### src/rtl/hop_pkg.sv
// ============================================================================
// hop_pkg : shared helpers for the hop chain pipeline (group mapping,
//           occupancy width, saturating increment).   Rev 1.0
// ============================================================================
`default_nettype none

package hop_pkg;

    localparam int c_MAX_CNT_W = 32;

    // Stages past the last full group fold into the final group.
    function automatic int grp_of(input int stage, input int per_grp, input int num_grp);
        int g;
        g = stage / per_grp;
        return (g > num_grp - 1) ? num_grp - 1 : g;
    endfunction

    function automatic int occ_w(input int depth);
        return $clog2(depth + 1);
    endfunction

    function automatic logic [c_MAX_CNT_W-1:0] sat_inc(input logic [c_MAX_CNT_W-1:0] val,
                                                      input int                     width);
        logic [c_MAX_CNT_W-1:0] max_val;
        max_val = (width >= c_MAX_CNT_W) ? '1 : ((c_MAX_CNT_W'(1) << width) - c_MAX_CNT_W'(1));
        return (val >= max_val) ? max_val : val + c_MAX_CNT_W'(1);
    endfunction

endpackage

`default_nettype wire

### src/rtl/hop_stage.sv
// ============================================================================
// hop_stage : one {valid,data} hop register with async clear and load enable.
//             Rev 1.0
// ============================================================================
`default_nettype none

module hop_stage #(
    parameter int W = 8
) (
    input  logic         clock0,
    input  logic         i_clr,
    input  logic         i_ld,
    input  logic [W:0]   i_d,
    output logic [W:0]   o_q
);

    logic [W:0] r_q;

    always_ff @(posedge clock0 or posedge i_clr) begin
        if (i_clr) begin
            r_q <= '0;
        end else if (i_ld) begin
            r_q <= i_d;
        end
    end

    assign o_q = r_q;

endmodule

`default_nettype wire

### src/rtl/hop_chain_pipe.sv
// ============================================================================
// hop_chain_pipe : DEPTH-stage valid/data pipeline with group resets, gated
//                  tail, occupancy popcount and saturating drop counter. Rev 1.0
// ============================================================================
`default_nettype none

module hop_chain_pipe
    import hop_pkg::*;
#(
    parameter int W              = 8,
    parameter int DEPTH          = 8,
    parameter int EN_FROM        = 7,
    parameter int NUM_GRP        = 6,
    parameter int STAGES_PER_GRP = 1,
    parameter int CNT_W          = 8
) (
    input  logic                      clock0,
    input  logic                      rst1,
    input  logic [NUM_GRP-1:0]        rst_grp,
    input  logic                      en,
    input  logic                      in_valid,
    input  logic [W-1:0]              in_data,
    input  logic                      drop_clr,
    output logic                      out_valid,
    output logic [W-1:0]              out_data,
    output logic [occ_w(DEPTH)-1:0]   occupancy,
    output logic [CNT_W-1:0]          drop_cnt
);

    localparam int c_OCC_W = occ_w(DEPTH);

    logic [DEPTH-1:0]   w_valid;
    logic [W-1:0]       w_data [DEPTH];
    logic               w_drop;
    logic [c_OCC_W-1:0] w_occ;
    logic [CNT_W-1:0]   r_drop_cnt;

    for (genvar i = 0; i < DEPTH; i++) begin : g_stage
        localparam int   c_GRP   = grp_of(i, STAGES_PER_GRP, NUM_GRP);
        localparam logic c_GATED = (i >= EN_FROM);

        logic [W:0] w_d;
        logic [W:0] w_q;
        logic       w_ld;
        logic       w_clr;

        if (i == 0) begin : g_head
            assign w_d = {in_valid, in_data};
        end else begin : g_body
            assign w_d = {w_valid[i-1], w_data[i-1]};
        end

        assign w_ld  = ~c_GATED | en;
        assign w_clr = rst1 | rst_grp[c_GRP];

        hop_stage #(
            .W (W)
        ) u_stage (
            .clock0 (clock0),
            .i_clr  (w_clr),
            .i_ld   (w_ld),
            .i_d    (w_d),
            .o_q    (w_q)
        );

        assign w_valid[i] = w_q[W];
        assign w_data[i]  = w_q[W-1:0];
    end

    // The last ungated stage is overwritten while the gated tail stalls.
    if (EN_FROM > 0 && EN_FROM < DEPTH) begin : g_drop
        assign w_drop = ~en & w_valid[EN_FROM-1];
    end else begin : g_no_drop
        assign w_drop = 1'b0;
    end

    always_ff @(posedge clock0 or posedge rst1) begin
        if (rst1) begin
            r_drop_cnt <= '0;
        end else if (drop_clr) begin
            r_drop_cnt <= '0;
        end else if (w_drop) begin
            r_drop_cnt <= CNT_W'(sat_inc(c_MAX_CNT_W'(r_drop_cnt), CNT_W));
        end
    end

    always_comb begin
        w_occ = '0;
        for (int i = 0; i < DEPTH; i++) begin
            w_occ = w_occ + c_OCC_W'(w_valid[i]);
        end
    end

    assign out_valid = w_valid[DEPTH-1];
    assign out_data  = w_data[DEPTH-1];
    assign occupancy = w_occ;
    assign drop_cnt  = r_drop_cnt;

endmodule

`default_nettype wire

### config.mk
export PLATFORM = sky130hd
export DESIGN_NAME = hop_chain_pipe
export DESIGN_NICKNAME = d
export VERILOG_FILES = /design/src/rtl/hop_pkg.sv /design/src/rtl/hop_stage.sv /design/src/rtl/hop_chain_pipe.sv
export SDC_FILE = /design/constraint.sdc
export NUM_CORES = 1
export LEC_CHECK = 0
export ABC_CLOCK_PERIOD_IN_PS = 4000
export CORE_UTILIZATION = 24
export DETAILED_ROUTE_END_ITERATION = 12
export PLACE_DENSITY = 0.47
export SLEW_MARGIN = 20
export SYNTH_ARGS = -nofsm -noshare
export SYNTH_HDL_FRONTEND = slang
export SYNTH_HIERARCHICAL = 1
export SYNTH_SLANG_ARGS = --single-unit
### constraint.sdc
create_clock -name clock0 -period 4 [get_ports clock0]
set_clock_uncertainty 0.05 [all_clocks]
set_input_delay 0.8 -clock clock0 [delete_from_list [all_inputs] [get_ports clock0]]
set_output_delay 0.8 -clock clock0 [all_outputs]
set_load 0.05 [all_outputs]
==> impl_metrics.csv, run 1 <==
group,metric,value,unit
finish,final_cells,466,
floorplanning,ios,40,
drt,vias,1826,
timing,worstMarginPinSlew,0.695,ns
grt,antenna_found_initial,0,
finish,n_fill_cell,1437,
drt,final_antenna_net_count,0,
critical_path,crit-reg2reg-capture,"drop_cnt[4]$_DFFE_PP0P_",
yosys,ys_warn_count,6,
yosys,synth_cell_types,27,
finish,insertedDiodeCount,0,
timing,setup_tns,0,ns
timing,rsz0062_at_grt,"true",
timing,min_period,3.95,ns
critical_path,cp.required,3.15,ns
drt,wl_per_cell,11.8,um
timing,worst_slack,0.0469,ns
clock_network,cts-root-buf,"clkbuf_16",
flow_run,maxCapViolCount,0,
placed_design,pre_cts_ws,0.231,ns
yosys,async_reset_ff_share,100,%
critical_path,ff2ff_setup_slack,2.49,ns
drt,drcViolationCount,4,
clock_network,cts_hold_buffers,0,
critical_path,crit_path_end_kind,"primary output",
yosys,syn_avg_cell_area,16.2,um^2
grt,grt_overflow,0,
critical_path,arrival,3.10,ns
clock_network,cts_made_buffers,9,
critical_path,worstPathMaxFanout,2,
timing,hold_viol_final,0,
finish,area_delta_synth_final,26.1,%
worst_hold_path,hp-start,"g_stage[3].u_stage/o_q[0]$_DFFE_PP0P_",
floorplanning,fp.dieW,126,um
timing,drv_slew,0,
yosys,synth-edff-count,0,
yosys,ys_ff_latch,80,
critical_path,path_class,"flop to primary output",
floorplanning,die_area,15800,um^2
clock_network,cts_tree,"yes",
yosys,ys.flop_type,"dfrtp_1",
clock_network,h-tree-depth,3,
grt,grt_pass1_vias,1818,
yosys,syn_inst,226,
worst_hold_path,hold-path-cell-count,1,
floorplanning,rows,44,
drt,drtIter0Drc,39,
finish,seqCellArea,2000,um^2
placed_design,placed_cells,447,
grt,track_usage,7.71,%
timing,setup_viol_count_final,0,
finish,drive_gt1_share,38.7,%
grt,grt_max_degree,14,
pwr,vdd_ir_drop_max,0.000391,V
finish,multiInputGateArea,1540,um^2
critical_path,r2r_cells,4,
grt,grt_pass1_wl,9270,um
timing,max_slew_margin,53.5,%
timing,period_share,98.8,%
placed_design,portBuffers,39,
status,violations,"DRC",
clock_network,clock_latency,0.33,ns
pwr,leakagePower,2.23,nW
yosys,synth.yosys.seq_area_share,54.6,%
critical_path,startpoint_type,"flop",
critical_path,reg2reg_from,"drop_cnt[0]$_DFFE_PP0P_",
yosys,syn_area,3670,um^2
drt,wirelength,5490,um
worst_hold_path,holdPathEnd,"g_stage[4].u_stage/o_q[0]$_DFFE_PP0P_",
placed_design,place_congestion,0.698,
drt,via_per_inst,3.92,
placed_design,hpwlAfterDp,4350,um
pwr,powerDensity,721,nW/um^2
floorplanning,start_util,25.0,%
clock_network,clkSinkCount,80,
clock_network,clk_pin_slew,0.06,ns
timing,fmax,253,MHz
drt,first_pass_iters,8,
floorplanning,core,14700,um^2
worst_hold_path,hp-class,"flop to flop",
status,status,"finished with violations",
finish,num-nets-final,304,
clock_network,clockBufferDepth,2,
floorplanning,dieHeight,126,um
## report_power, final
part	internal, mW	switching [mW]
Sequential	1.01	0.133
Clock	0.597	0.306
Combinational	0.656	0.633
## cell usage after synthesis (all sizes together), types with 2 or more instances
cell type | n | area, um^2
dfrtp | 80 | 2000
mux2 | 72 | 1080
inv | 18 | 67.6
buf | 8 | 90.1
or2 | 6 | 37.5
a31oi | 5 | 31.3
fa | 4 | 80.1
ha | 4 | 50.1
a311oi | 3 | 26.3
and3 | 3 | 23.8
nor2b | 3 | 18.8
a21oi | 2 | 10.0
and3b | 2 | 17.5
and4b | 2 | 20.0
nand2 | 2 | 10.0
nor2 | 2 | 7.51
o21bai | 2 | 15.0
## flip-flops by register name (all words and copies together) (netlist names)
register,cells
drop_cnt,8
g_stage.u_stage/o_q,72
## placed cells by master (no fill, tap or decap), types with 4 or more instances in the layout
cell type / count
a31oi_1: 5
buf_4: 4
clkbuf_16: 9
clkdlybuf4s50_1: 35
conb_1: 7
dfrtp_1: 80
ha_1: 4
inv_1: 17
mux2_4: 72
or2_2: 6
## per-stage QoR
stage / utilization [%] / hold slack (ns) / power [mW] / area [um^2]
2_1_floorplan: - / 0.432 / 2.00 / 3700
3_3_place_gp: 29.0 / 0.450 / 2.41 / 4260
3_5_place_dp: 29.0 / 0.454 / 2.43 / 4260
4_1_cts: 31.4 / 0.465 / 3.36 / 4610
5_1_grt: 31.5 / 0.478 / 3.51 / 4630
6_report: 31.5 / 0.456 / 3.33 / 4630
## critical path, stage by stage, from the launching register on
cell and delay (ns):
dfrtp_1 0.38, ha_1 0.32, fa_1 0.49, inv_1 0.05, fa_1 0.45, fa_2 0.37
fa_2 0.53, inv_2 0.04, buf_12 0.14
## layout make-up
type	instances	share of cell area (%)
clock inverters	4	1.62
well taps	184	4.98
clock buffers	12	5.76
inverters	18	1.46
multi-input cells	126	33.4
flip-flops and latches	80	43.3
repair buffers	42	9.52
## cell families after synthesis
family / count (synthesis) / synth area share, %
AOI/OAI and AO/OA: 16 / 3.65
xor gates and xnor gates: 1 / 0.239
adders and majority gates: 8 / 3.55
buffers and inverters: 26 / 4.30
DFF: 80 / 54.6
muxes: 72 / 29.5
other: 1 / 0.102
and+or+nand+nor: 22 / 4.13
## timing repair
action,CTS,global route
pin swaps,1,0
buffers inserted,1,2
resized for setup,2,1
endpoints found under the setup margin,2,2
gates cloned,0,0
## routing by layer
metal	up-vias	share of wire (%)	track usage (%)
met2	37	47	11.7
met3	6	4.8	3.48
met5	-	0	0
met4	0	1.2	3.23
li1	895	-	-
met1	888	47	9.49
## worst max path at each step
stage	startpoint	to	slack (ns)	depth (start not counted)
final	g_stage[0].u_stage/o_q[8]$_DFFE_PP0P_	occupancy[1]	0.05	8
after global routing	g_stage[0].u_stage/o_q[8]$_DFFE_PP0P_	occupancy[2]	-0.06	8
after CTS	g_stage[1].u_stage/o_q[8]$_DFFE_PP0P_	occupancy[1]	0.0006	8
after detailed placement	g_stage[0].u_stage/o_q[8]$_DFFE_PP0P_	occupancy[2]	0.23	8
after global placement	g_stage[0].u_stage/o_q[8]$_DFFE_PP0P_	occupancy[2]	0.27	8
after floorplan	g_stage[7].u_stage/o_q[8]$_DFFE_PP0P_	occupancy[2]	0.14	6
Power figures use the tool's default switching activity.
==> run 2, diff against run 1 <==
--- a/config.mk
+++ b/config.mk
@@ -14,3 +14,4 @@
 export SYNTH_HDL_FRONTEND = slang
 export SYNTH_HIERARCHICAL = 1
 export SYNTH_SLANG_ARGS = --single-unit
+export TNS_END_PERCENT = 100
==> results of run 2 <==
No change in the layout: final DEF, timing and power equal those of run 1.
==> run 3, diff against run 2 <==
--- a/config.mk
+++ b/config.mk
@@ -14,4 +14,3 @@
 export SYNTH_HDL_FRONTEND = slang
 export SYNTH_HIERARCHICAL = 1
 export SYNTH_SLANG_ARGS = --single-unit
-export TNS_END_PERCENT = 100
==> results of run 3 <==
No change in the layout: final DEF, timing and power equal those of run 1.
